File: src/rtl/fixed_to_bcd.sv
// Purpose : converts a signed Q16.16 value to sign + 5 BCD integer digits + FRAC_DIGITS BCD fraction digits.
// Latency : accepting edge, then 16 INT cycles and FRAC_DIGITS FRAC cycles; done pulses in the following DONE cycle.
// Backpr. : no stall input; start is taken only while busy=0 (IDLE or DONE) and is ignored while busy=1.
//
// Ports:
//   clk, rst            clock and synchronous active-high reset
//   start, value        conversion request and its Q16.16 two's-complement operand
//   overflow_in         ALU overflow flag travelling with value, reported back on ovf
//   busy, done          conversion in flight / one-cycle result-valid pulse
//   sign, int_bcd,      registered result: sign, 5 integer BCD digits (MSD at [19:16]),
//   frac_bcd, ovf       fraction digits (first digit at [15:12]) and latched overflow flag
module fixed_to_bcd #(
  parameter int FRAC_DIGITS = 4
) (
  input  logic        clk,
  input  logic        rst,
  input  logic        start,
  input  logic [31:0] value,
  input  logic        overflow_in,
  output logic        busy,
  output logic        done,
  output logic        sign,
  output logic [19:0] int_bcd,
  output logic [15:0] frac_bcd,
  output logic        ovf
);

  typedef enum logic [1:0] {
    IDLE = 2'd0,
    INT  = 2'd1,
    FRAC = 2'd2,
    DONE = 2'd3
  } state_t;

  localparam logic [4:0] INT_LAST  = 5'd15;
  localparam logic [4:0] FRAC_LAST = 5'(FRAC_DIGITS - 1);

  state_t      state;
  state_t      state_nxt;

  logic        accept;
  logic [4:0]  cnt;

  // working registers of the conversion in flight
  logic        sign_work;
  logic        ovf_work;
  logic [15:0] int_shift;
  logic [19:0] bcd_work;
  logic [15:0] frac_rem;
  logic [15:0] frac_digits;

  // combinational helpers
  logic [31:0] mag;
  logic [19:0] bcd_adj;
  logic [19:0] product;
  logic [3:0]  frac_digit;
  logic [15:0] frac_next;

  // A new request is taken in IDLE and also in the DONE cycle, so a held
  // start produces back-to-back conversions without an idle gap.
  assign accept = start && ((state == IDLE) || (state == DONE));

  // ---------------------------------------------------------------------
  // FSM: state register
  // ---------------------------------------------------------------------
  always_ff @(posedge clk) begin
    if (rst) begin
      state <= IDLE;
    end else begin
      state <= state_nxt;
    end
  end

  // ---------------------------------------------------------------------
  // FSM: next-state logic
  // ---------------------------------------------------------------------
  always_comb begin
    state_nxt = state;
    case (state)
      IDLE: begin
        if (start) state_nxt = INT;
      end
      INT: begin
        if (cnt == INT_LAST) state_nxt = FRAC;
      end
      FRAC: begin
        if (cnt == FRAC_LAST) state_nxt = DONE;
      end
      DONE: begin
        state_nxt = start ? INT : IDLE;
      end
      default: state_nxt = IDLE;
    endcase
  end

  // ---------------------------------------------------------------------
  // FSM: outputs
  // ---------------------------------------------------------------------
  always_comb begin
    busy = 1'b0;
    done = 1'b0;
    case (state)
      INT:     busy = 1'b1;
      FRAC:    busy = 1'b1;
      DONE:    done = 1'b1;
      default: begin
        busy = 1'b0;
        done = 1'b0;
      end
    endcase
  end

  // ---------------------------------------------------------------------
  // Datapath combinational helpers
  // ---------------------------------------------------------------------

  // Two's-complement magnitude; 0x8000_0000 negates onto itself, which read
  // as unsigned is exactly the 32768.0 magnitude wanted.
  always_comb begin
    mag = value;
    if (value[31]) mag = ~value + 32'd1;
  end

  // Double-dabble correction: any digit >= 5 gets +3 so that the following
  // left shift carries correctly into the next decimal digit.
  always_comb begin
    bcd_adj = bcd_work;
    for (int d = 0; d < 5; d++) begin
      if (bcd_work[d*4 +: 4] >= 4'd5) begin
        bcd_adj[d*4 +: 4] = bcd_work[d*4 +: 4] + 4'd3;
      end
    end
  end

  // One decimal fraction digit per cycle: multiply the remaining binary
  // fraction by ten, the overflow above bit 15 is the next digit (truncating).
  always_comb begin
    product    = {4'd0, frac_rem} * 20'd10;
    frac_digit = product[19:16];
    frac_next  = frac_digits;
    case (cnt[1:0])
      2'd0:    frac_next[15:12] = frac_digit;
      2'd1:    frac_next[11:8]  = frac_digit;
      2'd2:    frac_next[7:4]   = frac_digit;
      default: frac_next[3:0]   = frac_digit;
    endcase
  end

  // ---------------------------------------------------------------------
  // Datapath registers and result outputs
  // ---------------------------------------------------------------------
  always_ff @(posedge clk) begin
    if (rst) begin
      cnt         <= 5'd0;
      sign_work   <= 1'b0;
      ovf_work    <= 1'b0;
      int_shift   <= 16'd0;
      bcd_work    <= 20'd0;
      frac_rem    <= 16'd0;
      frac_digits <= 16'd0;
      sign        <= 1'b0;
      int_bcd     <= 20'd0;
      frac_bcd    <= 16'd0;
      ovf         <= 1'b0;
    end else if (accept) begin
      cnt         <= 5'd0;
      sign_work   <= value[31];
      ovf_work    <= overflow_in;
      int_shift   <= mag[31:16];
      bcd_work    <= 20'd0;
      frac_rem    <= mag[15:0];
      frac_digits <= 16'd0;
    end else begin
      case (state)
        INT: begin
          // integer bits enter the BCD register MSB first
          bcd_work  <= {bcd_adj[18:0], int_shift[15]};
          int_shift <= {int_shift[14:0], 1'b0};
          cnt       <= (cnt == INT_LAST) ? 5'd0 : cnt + 5'd1;
        end
        FRAC: begin
          frac_rem    <= product[15:0];
          frac_digits <= frac_next;
          cnt         <= cnt + 5'd1;
          if (cnt == FRAC_LAST) begin
            // results only move on the edge that enters DONE
            sign     <= sign_work;
            int_bcd  <= bcd_work;
            frac_bcd <= frac_next;
            ovf      <= ovf_work;
          end
        end
        default: begin
          cnt <= cnt;
        end
      endcase
    end
  end

endmodule

File: config.mk
export PLATFORM = sky130hd
export DESIGN_NAME = fixed_to_bcd
export DESIGN_NICKNAME = d
export VERILOG_FILES = /design/src/rtl/fixed_to_bcd.sv
export SDC_FILE = /design/constraint.sdc
export NUM_CORES = 1
export LEC_CHECK = 0
export CAP_MARGIN = 20
export CORE_ASPECT_RATIO = 1.75
export CORE_MARGIN = 4
export CORE_UTILIZATION = 45
export DETAILED_ROUTE_END_ITERATION = 6
export GPL_TIMING_DRIVEN = 0
export MAX_ROUTING_LAYER = met4
export PLACE_DENSITY = 0.77
export SYNTH_ARGS = -nofsm -noshare
export SYNTH_HDL_FRONTEND = slang
export SYNTH_SLANG_ARGS = --single-unit
File: constraint.sdc
create_clock -name clk -period 5.9 [get_ports clk]
set_input_delay 1.475 -clock clk [delete_from_list [all_inputs] [get_ports clk]]
set_output_delay 1.475 -clock clk [all_outputs]
set_load 0.05 [all_outputs]
==> results.md <==
- Peak VDD IR: 0.000301 V
- RSZ-0062 raised after global routing: no
- Starting Density: 0.464
- Pins Over Slew Limit: 0
- P&R area growth vs syn: 24.5%
- Total CTS buffers: 17
- Lkg Pwr: 0.00294 uW
- Largest net degree at the start of global routing: 17
- CP Data Arrival Time: 4.08 ns
- Bufs on Longest Clock Path: 2
- Achievable Freq: 263 MHz
- Min Tclk post-route: 3.80 ns
- FP Rows: 57
- Clock Skew: 0.00766 ns
- Met3 Track Usage GR: 0.0346
- Skew-Pair Late Insertion Delay: 0.42 ns
- Placeable Area: 14000 um2
- Slew @ Worst Pin: 0.795 ns
- CTS tree: done
- Busiest grt layer: met2
- Yosys reg bits: 115
- Crit. End Element: register
- Post-Synthesis Cells: 782
- Net count reported at finish: 962
- Peak fanout along the critical path: 5
- Setup Crit Path Kind: in2reg
- Final Wtd Congestion: 0.867
- Post-CTS sizing: 0
- Relative slew margins: 0.469
- Hold crit path type: reg2reg
- Post-CTS Hold Buffers: 0
- Antenna viol nets, final: 0
- Pre-CTS setup slack: 1.69 ns
- Met2 usage: 0.364
- Clk pwr share: 0.329
- Hold Violations, Final: 0
- Share of power burned in registers: 0.286
- Root Buffer: clkbuf_16
- Yosys warnings: 0
- Fin crit share: 0.644
- Critical Path RT: 6.18 ns
- Outcome: complete, no violations
- Total grt overflow: 0
- Total GRT Usage: 0.205
- Detail Placement HPWL: 12.4 mm
- Synth Net Count: 868
- # placed instances: 1034
- EDFF count, synth: 0
- Initial antenna violation count: 0
- Unique masters post-synth: 57
- Net Sw Frac: 0.376
- TNS Setup: 0 ns
- Die X: 98.9 um
- Max-cap violations: 0
- Layout cells sized above 1: 0.0450
- Clk pin slew, worst setup/hold paths: 0.06 ns
- Vias: 6003
- Die height: 167 um
- N_diodes: 0
- Core Util, Final: 0.577
- DRT Pass-1 Iters: 7
- Post-CTS Setup Inserts: 0
- WHS: 0.450 ns
- Synth async-reset ratio: 0
- Pwr Density: 408 nW/um2
- Drt wl/cell: 15.3 um
- Clock sinks: 115
- P_sw: 1240 uW
- Int Power: 2070 uW
- # setup viols final: 0
- Global Route met1 Usage: 0.222
- Post-synthesis cell area: 6510 um2
- Port Buf Inserts: 75
- DRC viols: 0
- Worst setup margin: 2.10 ns
- Aggregate routed wire length: 16.4 mm
- Sequential share of the synthesized area: 0.354
- Avg Inst Size Synth: 8.33 um2
- H-tree depth: 4
- First-pass GRT wire length: 27.1 mm
- DR vias/cell: 5.63
- Vias in the first global route: 5881
- Startpoint type of the worst setup path: input pin
- DRT iter0 DRCs: 268
- Synth Flop Type: dfxtp_1
- I/O pin cnt: 76
- Final std cells w/o fill: 1066
- Die area: 16500 um2
- Most frequent cells in the layout: dfxtp_1 (115), nand2_1 (101), a21oi_1 (80)
- Most common cell after layout, fill and taps aside: dfxtp_1
- Combinational fraction of design power: 0.385
==> metal layers <==
| layer | routed length [um] | share of wire |
|---|---|---|
| met1 | 6440 | 0.39 |
| met5 | 0 | 0 |
| met2 | 8720 | 0.53 |
| met3 | 736 | 0.045 |
| met4 | 454 | 0.028 |
==> power by group through the flow <==
stage	clock (uW)	sequential (uW)	combinational, uW
5_1_grt	1130	956	1410
3_5_place_dp	0	961	1260
2_1_floorplan	0	937	940
4_1_cts	1090	946	1270
3_3_place_gp	0	959	1240
6_report	1090	947	1270
==> worst max-delay path: stages <==
cell and delay [ns]:
clkdlybuf4s50_1 0.46, nor4_1 0.63, nand4_1 0.36, or4_4 0.63, o31ai_4 0.24, xor2_1 0.19
o22ai_1 0.10
==> sequential cells by signal, summed over array words and instances, names as in the netlist <==
| name | cells |
|---|---|
| int_shift | 16 |
| frac_digits | 16 |
| bcd_work | 20 |
| frac_rem | 16 |
| frac_bcd | 16 |
| sign_work | 1 |
| ovf_work | 1 |
| state | 2 |
| cnt | 5 |
| int_bcd | 20 |
| ovf | 1 |
| sign | 1 |
==> stage by stage <==
stage,power (uW),area (um2)
5_1_grt,3500,8110
3_3_place_gp,2190,7480
2_1_floorplan,1880,6510
3_5_place_dp,2220,7480
6_report,3310,8110
4_1_cts,3310,8110
==> synthesized netlist by cell type (all sizes together), types with 2 or more instances <==
master,n,share of area
dfxtp,115,0.35
nand2,101,0.058
a21oi,80,0.061
nor2,59,0.034
ha,49,0.094
clkbuf,42,0.024
mux2i,37,0.057
o21ai,34,0.026
a211oi,28,0.032
nand3,25,0.019
xor2,25,0.034
xnor2,23,0.031
inv,22,0.013
o22ai,16,0.015
nand4,11,0.011
a21o,9,0.010
nand2b,9,0.0086
o31ai,9,0.013
nor3,8,0.0061
nor3b,8,0.0092
buf,7,0.0040
o41ai,6,0.0081
or4,5,0.0075
nor2b,4,0.0038
nor4,4,0.0048
o32ai,4,0.0054
or3,4,0.0038
a31oi,3,0.0029
o21a,3,0.0035
or2,3,0.0029
a211o,2,0.0027
a21boi,2,0.0023
a221oi,2,0.0027
nand4b,2,0.0027
o211a,2,0.0031
o211ai,2,0.0023
o311a,2,0.0031
or4b,2,0.0031
==> area by class of cell <==
class | instances | area, um2
clock inverter | 12 | 179
sequential | 115 | 2300
inverter | 22 | 82.6
multi-input combinational | 596 | 3940
fill | 1230 | 5940
buffer | 49 | 184
timing repair buffer | 75 | 751
tap | 177 | 221
clock buffer | 20 | 447
==> logic make-up after synthesis <==
logic type	synth area share
multiplexers	0.0569
buffers and inverters	0.0409
XOR/XNOR	0.0646
adder cells (fa/ha/maj)	0.0972
AO/OA/AOI/OAI	0.207
AND/OR/NAND/NOR	0.180
flip-flops	0.354
==> worst paths after layout <==
kind / slack [ns] / start / depth (start not counted) / to
worst max-delay path: 2.10 / value[10] / 7 / int_shift[13]
worst min-delay path: 0.45 / int_bcd[4] / 2 / int_bcd[4]
worst max register to register: 2.87 / frac_rem[3] / 9 / frac_bcd[6]
worst min register to register: 0.45 / int_bcd[4] / 2 / int_bcd[4]
Note: power is estimated with default switching activity, not from simulation.
==> patch 1: new RTL, config.mk and constraints unchanged <==
One comparison of `cnt` changes from == to >=.
--- a/src/rtl/fixed_to_bcd.sv
+++ b/src/rtl/fixed_to_bcd.sv
@@ -184,3 +184,3 @@
           cnt         <= cnt + 5'd1;
-          if (cnt == FRAC_LAST) begin
+          if (cnt >= FRAC_LAST) begin
             // results only move on the edge that enters DONE
Behaviour: no difference found for any inputs over 10 cycles, from zero or initial values and one cycle with rst high; that may be too few to reach the edited logic, so the function may still have changed.
==> patch 1 against the original RTL <==
  * Via count did not move
  * Worst setup slack gained 75 ps
  * Largest power group unchanged
  * Die area shrank 1.7%
  * Critical path depth is 1 higher
  * Combinational power decreased by 14%
  * Sequential cell count is the same
  * Cell area decreased by 1.6%
  * Non-clock buffer count down 6
  * Routed wire length increased by 3.4%
  * Total power down 6.5%
  * Synthesized area decreased by 1.8%
  * Count of clock-buffer cells in the layout decreased by 2
  * Largest cell class unchanged
  * Hold slack improved by 3.8 ps
==> patch 1: results <==
[run_status]
run_status = finished clean

[layout]
multi_input_area_share_pct = 48.1
seq_share_pct = 28.8
bufAreaShareNonClock_pct = 11.4
nClkBuffers = 18
drive_gt1_share_pct = 4.48

[power]
p_sw_share_pct = 36.7
fin_total_pwr_mw = 3.10
power_density_mw_per_mm2 = 388
powerComb_mw = 1.09
power_leakage_nw = 2.88
worst_ir_drop_vdd_v = 0.000273
pg_seq_mw = 0.939

[synthesis]
synthMuxAreaShare_pct = 5.01
synth_cell_types = 53
syn_nets = 849
synthXorXnorAreaFrac_pct = 7.12
synth-compound-area-share_pct = 20.2
syn_inst = 763
yosysSeqAreaShare_pct = 36.0
synthTopCellsByArea = dfxtp_1, ha_1, o21ai_0

[global_route]
use_met3_pct = 4.34
first_global_vias = 6100
grt_pass1_wl_um = 28400
use_met2_pct = 38.9

[place]
placedCellCount = 1015
gp_congestion = 0.866
place_hpwl_um = 12500

[drt]
first_pass_iters = 5
drt-initial-drc-count = 337
viasPerCell = 5.73
wl_met1_um = 6510

[timing]
finClkSkew_ps = 8.44
worst_pin_slew_ps = 845

[min_path]
hp-start = int_bcd[12]$_SDFFE_PP0P_
holdPathEnd = int_bcd[12]$_SDFFE_PP0P_

[worst_setup_path]
timing.rr.start = frac_rem[1]$_SDFFE_PP0P_
[patch 1: changes by cell type after synthesis, sizes merged, moves of 12 or more]
cell	delta
a31oi	+17
o21ai	+34
nor4b	+14
a211oi	-14
nand2	-16
nand3	+12
nor2	-12
a21oi	-17
[patch 1: worst max-delay path by stage]
stage | start | end | slack (ps) | depth (start not counted)
floorplan | value[10] | int_shift[13]$_SDFFE_PP0P_ | 2620 | 7
global placement | value[10] | int_shift[13]$_SDFFE_PP0P_ | 1790 | 8
detailed placement | value[10] | int_shift[11]$_SDFFE_PP0P_ | 1790 | 8
CTS | value[10] | int_shift[11]$_SDFFE_PP0P_ | 2210 | 8
global route | value[10] | int_shift[13]$_SDFFE_PP0P_ | 2060 | 8
finish | value[10] | int_shift[11]$_SDFFE_PP0P_ | 2180 | 8
[patch 1: worst reg2reg max path: stages, from the launching register on]
cell       delay, ps
dfxtp_1          340
ha_1             300
ha_1             220
fa_1             440
a211oi_1         340
o21ai_0          280
a2111oi_0        530
nor3_1           130
xnor2_1          690
o21ai_0          210
==> patch 2: new RTL, same settings <==
Made on the original files. Encoding of `state_t`: now one-hot (4 bits for 4 states).
--- a/src/rtl/fixed_to_bcd.sv
+++ b/src/rtl/fixed_to_bcd.sv
@@ -27,7 +27,7 @@
 
-  typedef enum logic [1:0] {
-    IDLE = 2'd0,
-    INT  = 2'd1,
-    FRAC = 2'd2,
-    DONE = 2'd3
+  typedef enum logic [3:0] {
+    IDLE = 4'b0001,
+    INT  = 4'b0010,
+    FRAC = 4'b0100,
+    DONE = 4'b1000
   } state_t;
Behaviour: no difference found for any inputs over 10 cycles, from zero or initial values and one cycle with rst high; not proved beyond that.
==> patch 2 against the original RTL <==
  * Count of clock-buffer cells in the layout decreased by 2
  * Highest routed layer unchanged
  * Cell area increased by 0.51%
  * Final cell count increased by 4.0%
  * Synthesized cell count increased by 5.1%
  * Sequential cell count increased by 2
  * Synthesized area increased by 0.77%
  * Fmax decreased by 12%
  * Worst setup slack got worse by 520 ps
  * Routed wire length increased by 13%
Power is not compared: it rests on default switching activity, and its combinational part moved more than twofold at a synthesized area within 25%.
==> patch 2: results <==
[layout]
bufAreaShareNonClock_pct = 11.6
regArea_mm2 = 0.00234
seq_share_pct = 28.7
fill_cells = 1352
nNonClkBuffers = 125
sequential_cell_total = 117
drive_gt1_share_pct = 5.71

[drt]
drt-initial-drc-count = 385
wl_met3_um = 790
wl_met1_um = 7020
first_pass_iters = 6
viasPerCell = 5.76
drt-total-wl_um = 18500

[global_route]
grt_usage_pct = 22.7
first_global_vias = 6231

[worst_setup_path]
crit_arrival_ps = 2850
slowest_stage = clkdlybuf4s50_1
cp_max_fo = 8
crit_family = buffers and inverters
r2r_slack_ps = 2750
slowest_delay_ps = 870

[run_status]
run_status = finished clean

[place]
dp_slack_ps = 1810
placed_area_mm2 = 0.00754

[timing]
slew_headroom_pct = 48.1

[synthesis]
avgSynthCellArea_um2 = 7.98
synthTopCellsByArea = dfxtp_1, ha_1, nand2_1
==> patch 2: worst paths after layout <==
check | cells past startpoint | endpoint | start
worst max register to register | 9 | frac_bcd[2]$_SDFFE_PP0P_ | frac_rem[3]$_SDFFE_PP0P_
worst min register to register | 2 | frac_digits[12]$_SDFFE_PP0P_ | frac_digits[12]$_SDFFE_PP0P_
worst max-delay path | 5 | busy | state[3]$_SDFFE_PP0P_
worst min-delay path | 2 | frac_digits[12]$_SDFFE_PP0P_ | frac_digits[12]$_SDFFE_PP0P_
==> patch 2: logic make-up after synthesis <==
| family | synth area share, % |
|---|---|
| compound gates | 21.8 |
| xor+xnor | 6.67 |
| fa+ha+maj | 8.69 |
| buf+inv | 4.02 |
| flops | 35.7 |
| mux | 0.763 |
| simple gates | 22.3 |
==> patch 2: routing by layer <==
metal	GRT usage, %	vias up
met5	-	-
met4	8.56	0
met3	4.09	42
met2	42.0	185
met1	23.4	3031
li1	-	3129
